**config.mk**
```make
export PLATFORM = sky130hd
export DESIGN_NAME = ghist_sram_ctrl
export DESIGN_NICKNAME = d
export VERILOG_FILES = /design/src/rtl/ghist_sram_pkg.sv /design/src/rtl/gc_rr_arb2.sv /design/src/rtl/ghist_sram_ctrl.sv
export SDC_FILE = /design/constraint.sdc
export NUM_CORES = 1
export LEC_CHECK = 0
export ABC_AREA = 0
export BUFFER_PORTS_ARGS = -buffer_cell sky130_fd_sc_hd__buf_2
export CELL_PAD_IN_SITES_DETAIL_PLACEMENT = 1
export CELL_PAD_IN_SITES_GLOBAL_PLACEMENT = 2
export CORE_MARGIN = 1
export CORE_UTILIZATION = 31
export CTS_CLUSTER_SIZE = 28
export DETAILED_ROUTE_END_ITERATION = 16
export GPL_TIMING_DRIVEN = 0
export MAX_ROUTING_LAYER = met4
export PLACE_DENSITY = 0.93
export SLEW_MARGIN = 20
export SYNTH_ARGS = -nofsm -noshare
export SYNTH_HDL_FRONTEND = slang
export SYNTH_SLANG_ARGS = --single-unit
```
**constraint.sdc**
```tcl
create_clock -name clock -period 3.34 [get_ports clock]
set_input_delay 0.668 -clock clock [delete_from_list [all_inputs] [get_ports clock]]
set_output_delay 0.668 -clock clock [all_outputs]
set_load 0.05 [all_outputs]
```
**src/rtl/ghist_sram_pkg.sv**
```systemverilog
// Shared types and defaults for the ghist SRAM sequencer/arbiter.
package ghist_sram_pkg;

    localparam int unsigned GH_ADDR_W = 6;
    localparam int unsigned GH_DATA_W = 128;

    typedef enum logic [1:0] {
        ST_CLEAR  = 2'd0,
        ST_IDLE   = 2'd1,
        ST_RMW_WR = 2'd2
    } gh_state_e;

    typedef enum logic {
        RR_RD = 1'b0,
        RR_WR = 1'b1
    } rr_sel_e;

endpackage

```
**src/rtl/gc_rr_arb2.sv**
```systemverilog
// Two-way round-robin grant between the read and write requesters.
module gc_rr_arb2
    import ghist_sram_pkg::*;
(
    input  logic clk_i,
    input  logic rst_i,
    input  logic en_i,
    input  logic rd_valid_i,
    input  logic wr_valid_i,
    output logic rd_gnt_o,
    output logic wr_gnt_o
);

    rr_sel_e ptr_q;
    rr_sel_e ptr_d;

    // A grant never looks at its own valid, only at the competitor's.
    always_comb begin
        rd_gnt_o = en_i & (~wr_valid_i | (ptr_q == RR_RD));
        wr_gnt_o = en_i & (~rd_valid_i | (ptr_q == RR_WR));
        ptr_d    = ptr_q;
        if (en_i && rd_valid_i && wr_valid_i) begin
            ptr_d = (ptr_q == RR_RD) ? RR_WR : RR_RD;
        end
    end

    always_ff @(posedge clk_i) begin
        if (rst_i) begin
            ptr_q <= RR_RD;
        end else begin
            ptr_q <= ptr_d;
        end
    end

endmodule

```
**src/rtl/ghist_sram_ctrl.sv**
```systemverilog
// Port sequencer for a single-port ghist SRAM macro: clear sweep, read/write
// arbitration and bit-masked writes turned into read-modify-write.
//
//  state     | meaning
//  ----------+------------------------------------------------------------
//  ST_CLEAR  | zero one word per cycle at clr_cnt; no grants
//  ST_IDLE   | arbitrate; reads, full writes, empty-mask writes complete here
//  ST_RMW_WR | write merged word for a partial-mask write; no grants
module ghist_sram_ctrl
    import ghist_sram_pkg::*;
#(
    parameter int unsigned ADDR_W         = GH_ADDR_W,
    parameter int unsigned DATA_W         = GH_DATA_W,
    parameter int unsigned CLEAR_ON_RESET = 1
) (
    input  logic              clock,
    input  logic              reset,
    input  logic              rd_req_valid,
    output logic              rd_req_ready,
    input  logic [ADDR_W-1:0] rd_req_addr,
    output logic              rd_resp_valid,
    output logic [DATA_W-1:0] rd_resp_data,
    input  logic              wr_req_valid,
    output logic              wr_req_ready,
    input  logic [ADDR_W-1:0] wr_req_addr,
    input  logic [DATA_W-1:0] wr_req_data,
    input  logic [DATA_W-1:0] wr_req_mask,
    output logic              init_done,
    output logic [ADDR_W-1:0] sram_A,
    output logic              sram_CSB,
    output logic              sram_WEB,
    output logic              sram_OEB,
    output logic [DATA_W-1:0] sram_I,
    input  logic [DATA_W-1:0] sram_O
);

    localparam int unsigned      DEPTH     = 1 << ADDR_W;
    localparam logic [ADDR_W:0]  LAST_CNT  = (ADDR_W + 1)'(DEPTH - 1);
    localparam gh_state_e        RST_STATE = (CLEAR_ON_RESET != 0) ? ST_CLEAR : ST_IDLE;

    gh_state_e         state_q, state_d;
    logic [ADDR_W:0]   clr_cnt_q, clr_cnt_d;
    logic              init_done_q, init_done_d;
    logic              rd_resp_valid_q, rd_resp_valid_d;
    logic [ADDR_W-1:0] rmw_addr_q, rmw_addr_d;
    logic [DATA_W-1:0] rmw_data_q, rmw_data_d;
    logic [DATA_W-1:0] rmw_mask_q, rmw_mask_d;
    logic [ADDR_W-1:0] a_q, a_d;
    logic [DATA_W-1:0] i_q, i_d;
    logic              csb_d, web_d;

    logic arb_en;
    logic rd_fire, wr_fire;
    logic wr_full, wr_none;

    assign arb_en  = init_done_q & (state_q == ST_IDLE) & ~reset;
    assign rd_fire = rd_req_valid & rd_req_ready;
    assign wr_fire = wr_req_valid & wr_req_ready;
    assign wr_full = &wr_req_mask;
    assign wr_none = ~|wr_req_mask;

    gc_rr_arb2 u_arb (
        .clk_i      (clock),
        .rst_i      (reset),
        .en_i       (arb_en),
        .rd_valid_i (rd_req_valid),
        .wr_valid_i (wr_req_valid),
        .rd_gnt_o   (rd_req_ready),
        .wr_gnt_o   (wr_req_ready)
    );

    always_comb begin
        state_d         = state_q;
        clr_cnt_d       = clr_cnt_q;
        init_done_d     = init_done_q;
        rd_resp_valid_d = rd_fire;
        rmw_addr_d      = rmw_addr_q;
        rmw_data_d      = rmw_data_q;
        rmw_mask_d      = rmw_mask_q;
        a_d             = a_q;
        i_d             = i_q;
        csb_d           = 1'b1;
        web_d           = 1'b1;

        case (state_q)
            ST_CLEAR: begin
                csb_d     = 1'b0;
                web_d     = 1'b0;
                a_d       = clr_cnt_q[ADDR_W-1:0];
                i_d       = '0;
                clr_cnt_d = clr_cnt_q + 1'b1;
                if (clr_cnt_q == LAST_CNT) begin
                    state_d     = ST_IDLE;
                    init_done_d = 1'b1;
                end
            end
            ST_IDLE: begin
                init_done_d = 1'b1;
                if (rd_fire) begin
                    csb_d = 1'b0;
                    a_d   = rd_req_addr;
                end else if (wr_fire && wr_full) begin
                    csb_d = 1'b0;
                    web_d = 1'b0;
                    a_d   = wr_req_addr;
                    i_d   = wr_req_data;
                end else if (wr_fire && !wr_none) begin
                    // Partial mask: fetch the old word now, merge next cycle.
                    csb_d      = 1'b0;
                    a_d        = wr_req_addr;
                    rmw_addr_d = wr_req_addr;
                    rmw_data_d = wr_req_data;
                    rmw_mask_d = wr_req_mask;
                    state_d    = ST_RMW_WR;
                end
            end
            ST_RMW_WR: begin
                csb_d   = 1'b0;
                web_d   = 1'b0;
                a_d     = rmw_addr_q;
                i_d     = (sram_O & ~rmw_mask_q) | (rmw_data_q & rmw_mask_q);
                state_d = ST_IDLE;
            end
            default: begin
                state_d = RST_STATE;
            end
        endcase

        // Keep the macro quiet while reset is held, whatever state we sit in.
        if (reset) begin
            csb_d = 1'b1;
            web_d = 1'b1;
            a_d   = '0;
            i_d   = '0;
        end
    end

    always_ff @(posedge clock) begin
        if (reset) begin
            state_q         <= RST_STATE;
            clr_cnt_q       <= '0;
            init_done_q     <= 1'b0;
            rd_resp_valid_q <= 1'b0;
            rmw_addr_q      <= '0;
            rmw_data_q      <= '0;
            rmw_mask_q      <= '0;
            a_q             <= '0;
            i_q             <= '0;
        end else begin
            state_q         <= state_d;
            clr_cnt_q       <= clr_cnt_d;
            init_done_q     <= init_done_d;
            rd_resp_valid_q <= rd_resp_valid_d;
            rmw_addr_q      <= rmw_addr_d;
            rmw_data_q      <= rmw_data_d;
            rmw_mask_q      <= rmw_mask_d;
            a_q             <= a_d;
            i_q             <= i_d;
        end
    end

    assign sram_A        = a_d;
    assign sram_I        = i_d;
    assign sram_CSB      = csb_d;
    assign sram_WEB      = web_d;
    assign sram_OEB      = ~init_done_q;
    assign init_done     = init_done_q;
    assign rd_resp_valid = rd_resp_valid_q;
    assign rd_resp_data  = sram_O;

endmodule

```
==> results.md <==
* CP max FO at 6
* Finished Cell Area at between 20000 and 30000 um^2
* Number of buffers created by CTS at between 40 and 50
* Via count at around 21000
* PortBufs at 668
* Total power at 11.69 mW
* Most frequent cells in the layout: buf_2, dfxtp_1, nor2_1
* Async set or reset register ratio after synthesis at 0
* Worst Tran Pin Value at between 0.7 and 0.8 ns
* Met3 wire len at 6057 um
* Hold WC Path Type: primary input to flop
* Arrival time worst endpoint at 3.31 ns
* CP endpoint kind: output pin
* Final Setup Violations at 136
* Ports at 669
* Status: complete, but fails checks
* Sequential share of power at 0.417
* Initial antenna violation count at 29
* Failing checks: negative setup slack
* Max layer used: met4
* CTS root buffer: clkbuf_16
* Largest net degree at the start of global routing at 20
* Row Count at between 90 and 100
* RSZ-0062 raised after global routing: true
* Hold WS at 0.3081 ns
* Non-Filler Instances at 3928
* Final period util at 1.191
* Met2 WL at between 40000 and 50000 um
* Die height at ~260 um
* Commonest non-fill, non-tap cell in the layout: buf_2
* Placer congestion estimate at 0.8695
* FF-to-FF path depth at 15
* Fillers at between 7000 and 8000
* Setup TNS at -74.68 ns
* Final WL at 100400 um
* Share of post-route cells with drive strength above 1 at 0.4108
* DRC at 0
* DR WL/cell at 25.56 um
* Dpl ws at -2.211 ns
* CTS Buffer Depth at 3
* Syn Area/Cell at about 9.5 um^2
* Critical path startpoint category: primary input
* First drt pass iteration count at 5
* Max-cap violations at 0
* Data required time of the critical path at 2.67 ns
* Sw frac at 0.2643
* First-pass GRT wire length at ~140000 um
* Critical path type: primary input to output pin
* Post-Synthesis Cells at 2239
* Pwr per Cell Area at 390.4 nW/um^2
* Htree depth at 2
* Cell Int Power at 8.601 mW
* DR vias/cell at 5.408
* Iter 0 DRT Violations at 1328
* Worst skew pair latency at 0.58 ns
* Ys flop type: dfxtp_1
* Period minus WS final at a little under 4 ns
* Core Util, Final at 0.4428
* Starting Density at 0.3156
* F_max at 0.2513 GHz
* Die X at 264.4 um
* Vias in the first global route at 22010
* Rel. slew slack at 0.4941
* CTS sink cnt at 408
* Post-synth EDFFs at 0
* Grt total ovfl at 0
* Switching power at 3.091 mW
* Nets at 3393
* DP Cell Count at 3780
* Clock-pin slew on the worst setup and hold paths at approximately 0.060 ns
* All-layer global routing usage at 0.2813
* Worst hold path depth at 2
* Leak Pwr at 12.84 nW
* Die Footprint at 69900 um^2
* Final Skew at 0.01159 ns
* Combinational share of power at 0.110
* Yosys reg bits at 408
* Dpl hpwl at 74210 um
* Cell Area, Synth at around 21000 um^2
* Final WS setup at -0.6386 ns
* Max VDD drop at 0.3124 mV
* Sequential-to-total area share from yosys stat at 0.3827
* DP Area at 26090 um^2
* Hold Vio Cnt, Final at 0
* Unique masters post-synth at 38
* Met1 Wirelength at 42440 um
* Syn Nets at roughly 2600
* Ys Warns at 0
* Fin. max-slew vios at 0
* Core region area at slightly below 70000 um^2
* Synthesis-to-finish area growth at 40.32%
* Post-route antenna net violation count at 0
* CTS tree: built
* Clock Power Share at 0.474
metal layers:
layer  up-vias  GRT usage
met5         -          -
met4         0    0.07621
met3       160    0.05193
met2       732     0.4777
met1     10720     0.3401
li1       9629          -
final timing paths:
check | slack [ns] | startpoint | endpoint
worst max-delay path | -0.64 | wr_req_mask[70] | sram_I[29]
worst min-delay path | 0.31 | wr_req_mask[42] | rmw_mask_q[42]
worst max register to register | 0.18 | state_q[0] | rmw_data_q[55]
worst min register to register | 0.48 | rmw_data_q[109] | rmw_data_q[109]
area by class of cell:
class                           instances  area [um^2]  share of cell area
Sequential cell                       408         8172              0.2729
Tap cell                              873         1092             0.03647
Clock buffer                           73         1519             0.05072
Clock inverter                         14        128.9            0.004303
Inverter                                5        23.77           0.0007938
Antenna cell                           27        67.56            0.002256
Buffer                                294         2162             0.07219
Multi-Input combinational cell       1530        12000              0.4007
Timing Repair Buffer                  704         4785              0.1598
power by group through the flow:
| stage | clock (mW) | combinational [mW] | sequential [mW] |
|---|---|---|---|
| after global placement | 0 | 1.23 | 4.98 |
| after CTS | 5.62 | 1.27 | 4.87 |
| final | 5.54 | 1.28 | 4.87 |
| after global routing | 5.80 | 1.35 | 4.87 |
| after floorplan | 0 | 0.642 | 4.98 |
| after detailed placement | 0 | 1.24 | 4.98 |
worst max-delay path: stages:
cell and delay (ns):
buf_2 0.18, nand4_1 0.19, nor4_4 0.39, nand4_1 0.32, nor4_4 0.32, buf_4 0.18
nor3_4 0.07, clkbuf_16 0.20, clkbuf_16 0.17, a221o_2 0.43, buf_8 0.18
synthesized netlist by cell type, types with 2 or more instances:
master,n,area share
xnor2_1,2,0.00082
buf_2,10,0.0023
a221o_1,256,0.12
nor2b_1,207,0.061
o21ai_0,3,0.00070
mux2i_1,189,0.089
buf_1,10,0.0018
buf_4,145,0.051
mux2_2,91,0.048
nor4_1,42,0.012
nor2_1,278,0.049
a21oi_1,145,0.034
o22ai_1,6,0.0018
nand2_1,8,0.0014
nand2b_1,112,0.033
mux2_1,122,0.064
a22oi_1,5,0.0018
nand4_1,45,0.013
inv_1,3,0.00053
o21bai_1,2,0.00070
clkbuf_1,128,0.023
xor2_1,3,0.0012
or3_1,3,0.00088
dfxtp_1,408,0.38
buf_6,3,0.0016
state kept, by name, indices dropped and copies added (netlist names):
register / count
rmw_mask_q: 128
i_q: 128
state_q: 2
rd_resp_valid: 1
init_done: 1
clr_cnt_q: 7
a_q: 6
u_arb.ptr_q: 1
rmw_addr_q: 6
rmw_data_q: 128
timing repair:
item	in CTS	in global routing
endpoints found under the setup margin	527	367
hold buffers	0	0
gates resized for setup	415	43
cloned	8	4
pin swaps	28	7
buffers inserted	14	11
cells by family (layout without fill, tap and decap cells):
kind of cell               count (synthesis)  after routing  synth area share
adders and majority gates                  1              1         0.0005861
other                                      0             27                 0
muxes                                    402            402            0.2010
buffers and inverters                    301           1090           0.08008
xor gates and xnor gates                   5              5          0.002052
DFF                                      408            408            0.3827
AOI/OAI and AO/OA                        422            422            0.1612
and+or+nand+nor                          700            700            0.1724
No activity file was read; power rests on OpenSTA's default activity.
